===== config.mk =====
export PLATFORM = sky130hd
export DESIGN_NAME = medidor_pwm
export DESIGN_NICKNAME = d
export VERILOG_FILES = /design/src/rtl/medidor_pwm.sv
export SDC_FILE = /design/constraint.sdc
export NUM_CORES = 1
export LEC_CHECK = 0
export ABC_AREA = 1
export CORE_MARGIN = 2
export CORE_UTILIZATION = 60
export CTS_CLUSTER_SIZE = 24
export DETAILED_ROUTE_END_ITERATION = 7
export DONT_BUFFER_PORTS = 1
export GPL_TIMING_DRIVEN = 0
export PLACE_DENSITY = 0.76
export SETUP_SLACK_MARGIN = 0.02
export SLEW_MARGIN = 20
export SYNTH_ARGS = -nofsm -noshare
export SYNTH_HDL_FRONTEND = slang
export SYNTH_SLANG_ARGS = --single-unit

===== constraint.sdc =====
create_clock -name clk -period 1.8 [get_ports clk]
set_input_delay 0.18 -clock clk [delete_from_list [all_inputs] [get_ports clk]]
set_output_delay 0.18 -clock clk [all_outputs]
set_load 0.03 [all_outputs]

===== src/rtl/medidor_pwm.sv =====
// PWM meter: synchronizes an external PWM input and measures the high time and
// period of each complete cycle, in clk cycles, with a timeout for lost signal.
module medidor_pwm (
  input  logic       clk,
  input  logic       reset_n,
  input  logic       pwm_in,
  output logic [9:0] ancho_alto,
  output logic [9:0] periodo,
  output logic       dato_valido,
  output logic       sin_senal
);

  localparam logic [9:0] CNT_MAX = 10'd1023;

  typedef enum logic [1:0] {
    ESPERA_SUBIDA,
    ALTO,
    BAJO
  } estado_t;

  estado_t    estado;
  logic       s1, s2, s_prev;
  logic [9:0] cnt_per;
  logic [9:0] cnt_alto;

  logic subida, bajada;
  logic saturado, cierre, timeout;

  assign subida   = s2 & ~s_prev;
  assign bajada   = ~s2 & s_prev;
  assign saturado = (cnt_per == CNT_MAX);
  // A period closing exactly at 1023 wins over the timeout.
  assign cierre   = (estado == BAJO) && subida;
  assign timeout  = (estado != ESPERA_SUBIDA) && saturado && !cierre;

  // NOTE: sequential state uses non-blocking (<=) so every flop samples the
  // pre-edge value of its source; blocking here would collapse the synchronizer.
  always_ff @(posedge clk) begin
    if (!reset_n) begin
      s1     <= 1'b0;
      s2     <= 1'b0;
      s_prev <= 1'b0;
    end else begin
      s1     <= pwm_in;
      s2     <= s1;
      s_prev <= s2;
    end
  end

  always_ff @(posedge clk) begin
    if (!reset_n) begin
      estado      <= ESPERA_SUBIDA;
      cnt_per     <= '0;
      cnt_alto    <= '0;
      ancho_alto  <= '0;
      periodo     <= '0;
      dato_valido <= 1'b0;
      sin_senal   <= 1'b1;
    end else begin
      // NOTE: the strobe defaults low every cycle, so it can only ever last one
      // cycle and no path leaves it holding a stale value.
      dato_valido <= 1'b0;

      if (timeout) begin
        periodo     <= '0;
        ancho_alto  <= s2 ? CNT_MAX : 10'd0;
        sin_senal   <= 1'b1;
        dato_valido <= 1'b1;
        cnt_per     <= '0;
        cnt_alto    <= '0;
        estado      <= ESPERA_SUBIDA;
      end else begin
        case (estado)
          ESPERA_SUBIDA: begin
            if (subida) begin
              cnt_per  <= 10'd1;
              cnt_alto <= 10'd1;
              estado   <= ALTO;
            end else begin
              cnt_per  <= '0;
              cnt_alto <= '0;
            end
          end

          ALTO: begin
            // Not saturated here, so the increment cannot wrap.
            cnt_per <= cnt_per + 10'd1;
            if (bajada) begin
              estado <= BAJO;
            end else begin
              cnt_alto <= cnt_alto + 10'd1;
            end
          end

          BAJO: begin
            if (subida) begin
              periodo     <= cnt_per;
              ancho_alto  <= cnt_alto;
              sin_senal   <= 1'b0;
              dato_valido <= 1'b1;
              cnt_per     <= 10'd1;
              cnt_alto    <= 10'd1;
              estado      <= ALTO;
            end else begin
              cnt_per <= cnt_per + 10'd1;
            end
          end

          default: begin
            cnt_per  <= '0;
            cnt_alto <= '0;
            estado   <= ESPERA_SUBIDA;
          end
        endcase
      end
    end
  end

endmodule


* Yosys cells after proc, flatten, opt, wreduce, memory -nomap -nowiden
Index checks and enable logic that the tools add are counted.
Word-level totals: output and inout port bits 22, bits of input ports 3, register bits after elaboration 47
Cells by class: reductions and logical operators 14, bitwise operators 5, mux-type cells 16, $add $sub $neg 2, equal/unequal tests 7
Operators with widths (count):
- two-way mux 10 bit | 7
- case mux 10 bit (3 select lines) | 2
- adder 10 x 1 -> 10 bit (second input constant) | 2
- == test 10 bit (second input constant) | 1
- AND reduction 2 bit | 4
- != test 2 bit (second input constant) | 3
- nonzero test 2 bit | 3
- two-way mux 1 bit | 4
- two-way mux 2 bit | 2
- case mux 2 bit (2 select lines) | 1
- OR reduction 2 bit | 2
- logical AND 1 bit | 3
- NOT 1 bit | 3
- bitwise AND 1 bit | 2
- == test 2 x 1 -> 1 bit (second input constant) | 1
- == test 2 bit (second input constant) | 1
- logical NOT 2 bit | 1
- != test 2 x 1 -> 1 bit (second input constant) | 1
- logical NOT 1 bit | 1

* Depth between registers and ports, before layout
Gate-level depths: netlist of the first run.
depth in word-level cells 7, gate-level depth with buffers 10, gate-level depth less buffers 9

* Worst setup path before layout of the first run
No wires, ideal clock.
path kind register to register, start reg cnt_per[0], end reg cnt_per[7], slack 334 ps, arrival time 1350 ps, buffers on the path 1, setup time 116 ps, cell stages (with the launch flop) 10, clock period less this slack 1466 ps, data required time 1684 ps, cell sequence dfxtp_1 > ha_1 > nand2_1 > nor2_2 > nand3_1 > nor2_1 > a21oi_2 > nand2_2 > buf_6 > nor2_1
On the way: word-level cells in the longest chain between the ends 4, elaborated cells on any way between the ends 7, classes of those cells add/sub: 1; eq/ne: 1; mux: 2; reduce/logical: 3
RTL lines:
- start, declared | line 23 | logic [9:0] cnt_per;
- start signal, assigned | line 87 | cnt_per <= cnt_per + 10'd1;
- start signal, assigned | line 105 | cnt_per <= cnt_per + 10'd1;
- parallel branches: the longest is 4 deep, another holds adder 10 x 1 -> 10 bit
Parallel ways; which one is timed is not known. A chain may end at the register's enable or synchronous reset.

* Final worst setup path of the first run
start reg cnt_per[1], end reg cnt_per[2]
The elaborated chain is that of the path after synthesis.

==> results.md, run 1 <==
- Status: finished clean
- Final GP Congestion: 0.785
- Clock buffers created by TritonCTS: 5
- Clk_skew: 0.0117 ns
- Final hold vios: 0
- Multi-input logic area: 958 um^2
- Synth warnings: 0
- Avg Cell Area, Syn: 7.38 um^2
- Period minus WS final: 1.62 ns
- Root Driver: clkbuf_4
- Port Buffers: 0
- Clock transition at path regs: 0.13 ns
- Place WS: 0.0732 ns
- Antenna Nets Post-Route: 0
- Cell with the most instances after synthesis: nand2_1
- Vias/cell: 4.97
- Clk pwr share: 31.1%
- Finished Cell Area: 2200 um^2
- Main synth FF type: dfxtp_1
- Overall die width: 62.3 um
- Nets: 292
- Gr usage total: 20.7%
- Slew Limit Fails: 0
- 1st-iter DRT viols: 138
- Die area: 3880 um^2
- Synth area leader: dfxtp_1
- Synthesized net count: 281
- Sequential cell area: 942 um^2
- Leak: 0.889 nW
- Post-DP HPWL: 2750 um
- Most frequent cells after synthesis: 74 x nand2_1, 50 x nor2_1, 47 x dfxtp_1, 26 x inv_1, 20 x nand3_1
- Hold Slack: 0.436 ns
- DRT Pass-1 Iters: 4
- RSZ-0062 raised after global routing: false
- CP Class: reg -> reg
- Post-route setup slack: 0.177 ns
- Clk buf depth: 2
- Layout area overhead: 8.11%
- Worst-Skew Late Latency: 0.36 ns
- Top post-synthesis cells by area: dfxtp_1 46%, nand2_1 14%, nor2_1 9.2%
- Post-Place Cells: 322
- Worst Hold Class: reg -> reg
- CTS H-tree lvls: 2
- PD cells: 732 nW/um^2
- Post-Route WL: 3770 um
- Layout cell share with drive strength beyond 1: 9.76%
- Vias in the first global route: 1,464
- Combinational Power Share: 3.5%
- I/O Pins: 25
- Initial antenna violation count: 0
- Startpoint Class: register
- Die height: 62.3 um
- Post-layout util: 66.5%
- Initial Util: 61.5%
- GRT overflow: 0
- CTS tree: yes
- Distinct cells, synth: 27
- Sequential power share: 65.4%
- Post-detailed-route DRC marker count: 0
- Total design power: 1.61 mW
- Final Instance Count excl. Fillers: 333
- Worst setup EP type: register
- Largest net degree at the start of global routing: 14
- Share of the synthesized area in the top cell type: 46.2%
- Total of max-cap violations: 0
- Sw Share: 22.6%
- Number of placement rows: 21
- Post-synth EDFFs: 0
- Worst VDD drop: 0.356 mV
- Period utilization: 90.2%
- Setup violation total in the final timing report: 0
- Ant diodes: 0
- DR WL/cell: 11.3 um
- Seq/Total Area, Yosys: 46.2%
- Max Fclk: 0.616 GHz
- Worst-Margin Slew: 0.438 ns
- Mapped Area: 2040 um^2
- Asr flop ratio synth: 0%
- Worst slew margin: 70.8%
- Crit-path max FO: 10
- First-pass GRT wire length: 6420 um
- CP Data Arrival Time: 1.88 ns
- P_sw: 364 uW
- Worst Path Required: 2.06 ns
- Synth Register Bits: 47
- Core box area: 3310 um^2
- Via Count: 1,656
- Clock Sinks: 47
- P_int: 1.25 mW
- Post-DP Area: 2090 um^2
- Final setup TNS: 0 ns
- Gate Count Post-Synth: 276
- Layout fillers: 328
==> power groups by stage <==
| stage | clock network, mW | registers, mW | logic (mW) |
|---|---|---|---|
| floorplan | 0 | 1.08 | 0.0371 |
| global placement | 0 | 1.08 | 0.0452 |
| detailed placement | 0 | 1.08 | 0.0465 |
| CTS | 0.510 | 1.05 | 0.0522 |
| global route | 0.545 | 1.06 | 0.0644 |
| finish | 0.502 | 1.05 | 0.0564 |
==> worst paths after layout <==
check | start | endpoint | slack [ns] | cells past startpoint
max | cnt_per[1] | cnt_per[2] | 0.18 | 9
min | s1 | s2 | 0.44 | 2
min reg2reg | s1 | s2 | 0.44 | 2
max reg2reg | cnt_per[1] | cnt_per[2] | 0.18 | 9
==> placed cells by master (no fill, tap or decap), drive strengths merged, types with 3 or more instances in the layout <==
cell	count
nand2	77
o21ai	7
inv	26
nand4	3
xor2	8
dfxtp	47
nand3	20
clkbuf	8
buf	8
a21oi	15
xnor2	4
nor2	54
==> repair_timing <==
| item | CTS | global route |
|---|---|---|
| gates resized for setup | 0 | 6 |
| endpoints found under the setup margin | 0 | 30 |
| hold endpoints to repair | 11 | 0 |
| hold buffers | 2 | 0 |
| setup buffers | 0 | 2 |
==> worst max-delay path: stages (launching register included) <==
cell and delay, ns:
dfxtp_1 0.40, ha_1 0.20, nand2_1 0.09, nor2_4 0.16, nand3_1 0.11, nor2_2 0.14, a21oi_2 0.10, nand2_4 0.11
buf_6 0.15, nor2_1 0.05
==> routing by layer <==
metal / vias to the layer above / share of wire (%) / track usage (%)
met2: 41 / 42 / 32.2
met5: - / 0 / 0
met1: 732 / 50 / 27.3
met3: 6 / 5.8 / 6.52
li1: 877 / - / -
met4: 0 / 1.6 / 7.50
==> layout make-up <==
type / instances / area share [%]
Sequential cell: 47 / 42.8
Multi-Input combinational cell: 194 / 43.5
Inverter: 27 / 4.66
Clock inverter: 1 / 0.227
Tap cell: 46 / 2.61
Timing Repair Buffer: 4 / 1.59
Buffer: 8 / 2.27
Clock buffer: 6 / 2.33
==> state kept, by name, summed over array words and instances, names as in the netlist <==
signal       count
estado           2
s2               1
sin_senal        1
s1               1
s_prev           1
cnt_alto        10
ancho_alto      10
dato_valido      1
cnt_per         10
periodo         10
==> kinds of logic after synthesis <==
kind of cell	after synthesis	share of synthesized area, %
AOI/OAI and AO/OA	25	7.19
xor gates and xnor gates	12	5.16
adders and majority gates	2	1.23
buffers and inverters	35	7.37
DFF	47	46.2
and+or+nand+nor	155	32.9
Note: power is estimated with default switching activity, not from simulation.
==> run 2: changes to the inputs <==
--- a/config.mk
+++ b/config.mk
@@ -13,6 +13,7 @@
 export DONT_BUFFER_PORTS = 1
 export GPL_TIMING_DRIVEN = 0
 export PLACE_DENSITY = 0.76
+export REMOVE_ABC_BUFFERS = 1
 export SETUP_SLACK_MARGIN = 0.02
 export SLEW_MARGIN = 20
 export SYNTH_ARGS = -nofsm -noshare
==> run 2 against run 1 <==
  * Clock skew down 0.0024 ns
  * Largest power group unchanged
  * Final cell count down 1.2%
  * Clock power about the same
  * Critical endpoint is now ancho_alto[5]
  * Largest cell class unchanged
  * Register-to-register slack hardly changed
  * First-iteration DRC count down 15%
  * Critical path depth fell by 1
  * Sequential share of layout area hardly changed
  * Clock-buffer cell count stayed put
  * Die area is the same
  * Global-route usage rose by 1.5 points
  * Sequential power barely moved
==> results.md, run 2 (synthesis gave the netlist of run 1 again) <==
- Most common cell after layout, fill and taps aside: nand2_1
- Max Fclk: 0.619 GHz
- RSZ-0062 raised after global routing: false
- Most frequent cells in the layout: 74 x nand2_1, 50 x nor2_1, 46 x dfxtp_1, 26 x inv_1, 20 x nand3_1
- PD cells: 732 nW/um^2
- Initial Util: 61.5%
- Leak: 0.897 nW
- Final hold vios: 0
- Total of max-cap violations: 0
- Total design power: 1.61 mW
- First-pass GRT wire length: 6820 um
- Sequential cell area: 942 um^2
- Period minus WS final: 1.62 ns
- Worst-Skew Late Latency: 0.36 ns
- Post-route setup slack: 0.184 ns
- Multi-input logic area: 961 um^2
- Slew Limit Fails: 0
- Vias/cell: 5.04
- Layout cell share with drive strength beyond 1: 9.19%
- Period utilization: 89.8%
- Clk pwr share: 31.2%
- Worst-Margin Slew: 0.395 ns
- P_int: 1.25 mW
- Number of placement rows: 21
- 1st-iter DRT viols: 117
- Setup violation total in the final timing report: 0
- Largest net degree at the start of global routing: 26
- Sequential power share: 65.4%
- Layout area overhead: 8.17%
- Post-Route WL: 3970 um
- Overall die width: 62.3 um
- Status: finished clean
- Worst setup EP type: register
- CP Data Arrival Time: 1.91 ns
- Via Count: 1,658
- Crit-path max FO: 5
- Die area: 3880 um^2
- Startpoint Class: register
- Met1 usage: 30.2%
- Antenna Nets Post-Route: 0
- I/O Pins: 25
- Worst Path Required: 2.10 ns
- Met2 usage: 34.4%
- Clock Sinks: 47
- Final GP Congestion: 0.789
- DR WL/cell: 12.1 um
- Combinational Power Share: 3.5%
- Initial antenna violation count: 0
- CTS tree: yes
- CTS H-tree lvls: 2
- CP Class: reg -> reg
- Post-DP HPWL: 2480 um
- Worst VDD drop: 0.453 mV
- Gr usage total: 22.2%
- Root Driver: clkbuf_4
- Post-detailed-route DRC marker count: 0
- Die height: 62.3 um
- Clock transition at path regs: 0.13 ns
- GRT overflow: 0
- Vias in the first global route: 1,461
- DRT Pass-1 Iters: 4
- Ant diodes: 0
- Clock buffers created by TritonCTS: 5
- Clk_skew: 0.00928 ns
- Clk buf depth: 2
- Nets: 288
- P_sw: 364 uW
- Layout fillers: 310
- Core box area: 3310 um^2
- Sw Share: 22.6%
- Worst slew margin: 73.4%
- Worst Hold Class: in -> reg
- Grt met3 use: 5.98%
- Place WS: -0.357 ns
- Port Buffers: 0
- Gr busiest metal: met2
## run 2: worst paths after layout
| kind | startpoint | end | slack (ns) | depth (start not counted) |
|---|---|---|---|---|
| worst min-delay path | reset_n | periodo[3] | 0.08 | 3 |
| worst max-delay path | cnt_per[0] | ancho_alto[5] | 0.18 | 8 |
| worst max register to register | cnt_per[0] | ancho_alto[5] | 0.18 | 8 |
| worst min register to register | s1 | s2 | 0.43 | 2 |
## run 2: cell type report
class                      instances  area share (%)
multi-input combinational        194            43.6
sequential                        47            42.8
inverter                          27            4.94
timing repair buffer               8            3.52
tap                               46            2.61
clock buffer                       6            2.33
clock inverter                     1           0.227
## run 2: timing repair
| action | CTS | global route |
|---|---|---|
| setup endpoints to repair | 34 | 31 |
| resized for setup | 3 | 3 |
| pin swaps | 3 | 0 |
| buffers inserted | 4 | 2 |
| endpoints found under the hold margin | 4 | 0 |
| hold buffers | 2 | 0 |
## run 2: power groups by stage
stage,clock network [mW],registers [mW],logic [mW]
6_report,0.503,1.05,0.0560
5_1_grt,0.555,1.06,0.0634
3_3_place_gp,0,1.08,0.0421
2_1_floorplan,0,1.08,0.0332
3_5_place_dp,0,1.08,0.0426
4_1_cts,0.511,1.05,0.0546
## run 2: layer usage
metal  vias to the layer above  share of wire (%)
met5                         -                  0
met4                         0                1.4
met3                         6                3.9
met2                        28                 45
met1                       752                 49
li1                        872                  -
## run 2: stage by stage
stage	hold WS [ns]	utilization, %	std cells	TNS, ns	cell area, um^2
after floorplan	0.273	-	268	0	1990
after global placement	0.276	61.8	314	-8.60	2050
after detailed placement	0.282	61.8	314	-8.31	2050
after CTS	0.0611	65.8	327	0	2180
after global routing	0.0597	66.6	329	0	2200
final	0.0755	66.6	329	0	2200
## run 2: critical path, cell delays in order, from the launching register on
cell and delay, ns:
dfxtp_1 0.40, ha_1 0.20, nand2_1 0.11, nor2_4 0.16, nand4_4 0.15, nor3_4 0.23
buf_4 0.17, nor2_1 0.05, nor2_1 0.10
==> run 3: changes to the inputs <==
--- a/config.mk
+++ b/config.mk
@@ -6,7 +6,7 @@
 export NUM_CORES = 1
 export LEC_CHECK = 0
 export ABC_AREA = 1
-export CORE_MARGIN = 2
+export CORE_MARGIN = 10
 export CORE_UTILIZATION = 60
 export CTS_CLUSTER_SIZE = 24
 export DETAILED_ROUTE_END_ITERATION = 7
==> run 3 against run 2 <==
  * Total power decreased by 0.35%
  * Hold slack about the same
  * Setup slack got worse by 0.0046 ns
  * Routed wire length increased by 3.6%
  * Clock skew increased by 0.0035 ns
  * First-iteration DRC count increased by 37%
  * Sequential power about the same
  * Clock power decreased by 1%
  * Sequential cell count unchanged
  * Critical path type unchanged
  * Largest cell class unchanged
==> results.md, run 3 (synthesis gave the netlist of run 1 again) <==
- Status: finished clean
- Clock transition at path regs: 0.14 ns
- Post-layout util: 66.3%
- Leak: 0.877 nW
- CTS tree: yes
- CTS H-tree lvls: 2
- Period minus WS final: 1.62 ns
- Die height: 78.3 um
- Vias/cell: 5.10
- Worst-Skew Late Latency: 0.35 ns
- Final GP Congestion: 0.795
- Total of max-cap violations: 0
- Overall die width: 78.3 um
- Met1 Wirelength: 1960 um
- I/O Pins: 25
- 1st-iter DRT viols: 160
- RSZ-0062 raised after global routing: false
- Layout cell share with drive strength beyond 1: 8.83%
- Crit-path max FO: 25
- Slew Limit Fails: 0
- Post-detailed-route DRC marker count: 0
- Die area: 6130 um^2
- First-pass GRT wire length: 6890 um
- Initial antenna violation count: 0
- Nets: 288
- Number of placement rows: 21
- Layout area overhead: 7.80%
- Most frequent cells in the layout: 74 x nand2_1, 50 x nor2_1, 47 x dfxtp_1, 26 x inv_1, 20 x nand3_1
- Worst Path Required: 2.03 ns
- Clk_skew: 0.0128 ns
- DRT Pass-1 Iters: 6
- Worst Hold Class: in -> reg
- Post-DP Area: 2050 um^2
- Initial Util: 61.5%
- Worst setup EP type: register
- GRT overflow: 0
- Clk buf depth: 2
- Clock buffers created by TritonCTS: 5
- Top Metal Used: met4
- Ant diodes: 0
- Most common cell after layout, fill and taps aside: nand2_1
- Port Buffers: 0
- Final hold vios: 0
- Worst slew margin: 71.8%
- Startpoint Class: register
- Hold Slack: 0.0757 ns
- Worst-Margin Slew: 0.419 ns
- Largest net degree at the start of global routing: 26
- Setup violation total in the final timing report: 0
- Layout fillers: 316
- Core box area: 3310 um^2
- Via Count: 1,679
- CP Data Arrival Time: 1.85 ns
- CP Class: reg -> reg
- Vias in the first global route: 1,465
- Gr usage total: 13.3%
- Total design power: 1.61 mW
- Finished Cell Area: 2200 um^2
- Max Fclk: 0.617 GHz
- Clock Sinks: 47
- Final setup TNS: 0 ns
- Worst VDD drop: 0.494 mV
- Period utilization: 90.1%
- Root Driver: clkbuf_4
- Met2 wire len: 1790 um
- Met3 WL post-DR: 307 um
- Post-Route WL: 4120 um
- Antenna Nets Post-Route: 0
- DR WL/cell: 12.5 um
- Post-DP HPWL: 2700 um
- PD cells: 732 nW/um^2
==> run 3: changes by cell type in the layout (fill, tap and decap cells not counted) <==
cell / change
nand2_4: -1
clkinv_4: +1
dfxtp_1: +1
dfxtp_2: -1
inv_8: -1
buf_12: -1
buf_4: +1
nand2_8: +1
==> run 3: metrics by stage <==
stage	setup WS [ns]	std cells
finish	0.179	329
global route	0.0518	329
CTS	0.0236	328
detailed placement	-0.374	314
global placement	-0.355	314
floorplan	0.160	268
==> run 3: worst paths after layout <==
| kind | start | cells past startpoint | slack, ns | endpoint |
|---|---|---|---|---|
| worst max-delay path | s2 | 8 | 0.18 | ancho_alto[0] |
| worst min-delay path | reset_n | 3 | 0.08 | cnt_alto[0] |
| worst max register to register | s2 | 8 | 0.18 | ancho_alto[0] |
| worst min register to register | s1 | 2 | 0.43 | s2 |
==> run 3: repair_timing <==
action | CTS | global route
pin swaps | 3 | 1
buffers inserted | 5 | 1
setup endpoints to repair | 39 | 41
resized for setup | 2 | 3
hold buffers | 2 | 0
hold endpoints to repair | 4 | 0
==> run 3: critical path, cell delays in order (launching register included) <==
cell      delay, ns
dfxtp_1        0.46
nand2_2        0.11
nor2_4         0.18
nand2_8        0.17
clkinv_4       0.21
nor3_4         0.07
buf_4          0.16
nor2_1         0.11
nor2_1         0.04
==> run 3: layer usage <==
layer | global-route usage (%) | vias up
met3 | 5.35 | 10
li1 | - | 872
met4 | 3.41 | 0
met1 | 17.4 | 746
met2 | 19.8 | 51
met5 | 0 | -
==> run 3: area by class of cell <==
class                   count  area [um^2]  area share [%]
repair buffers              8         65.1            2.96
well taps                  46         57.6            2.62
inverters                  27          106            4.84
clock buffers               6         51.3            2.34
flip-flops and latches     47          941            42.8
multi-input cells         194          970            44.2
clock inverters             1         5.00           0.228
==> run 3: power breakdown <==
part	total, mW	internal, mW	switching, mW
sequential	1.05	1.05	0.00714
clock	0.498	0.182	0.316
combinational	0.0552	0.0188	0.0364
total	1.61	1.25	0.360
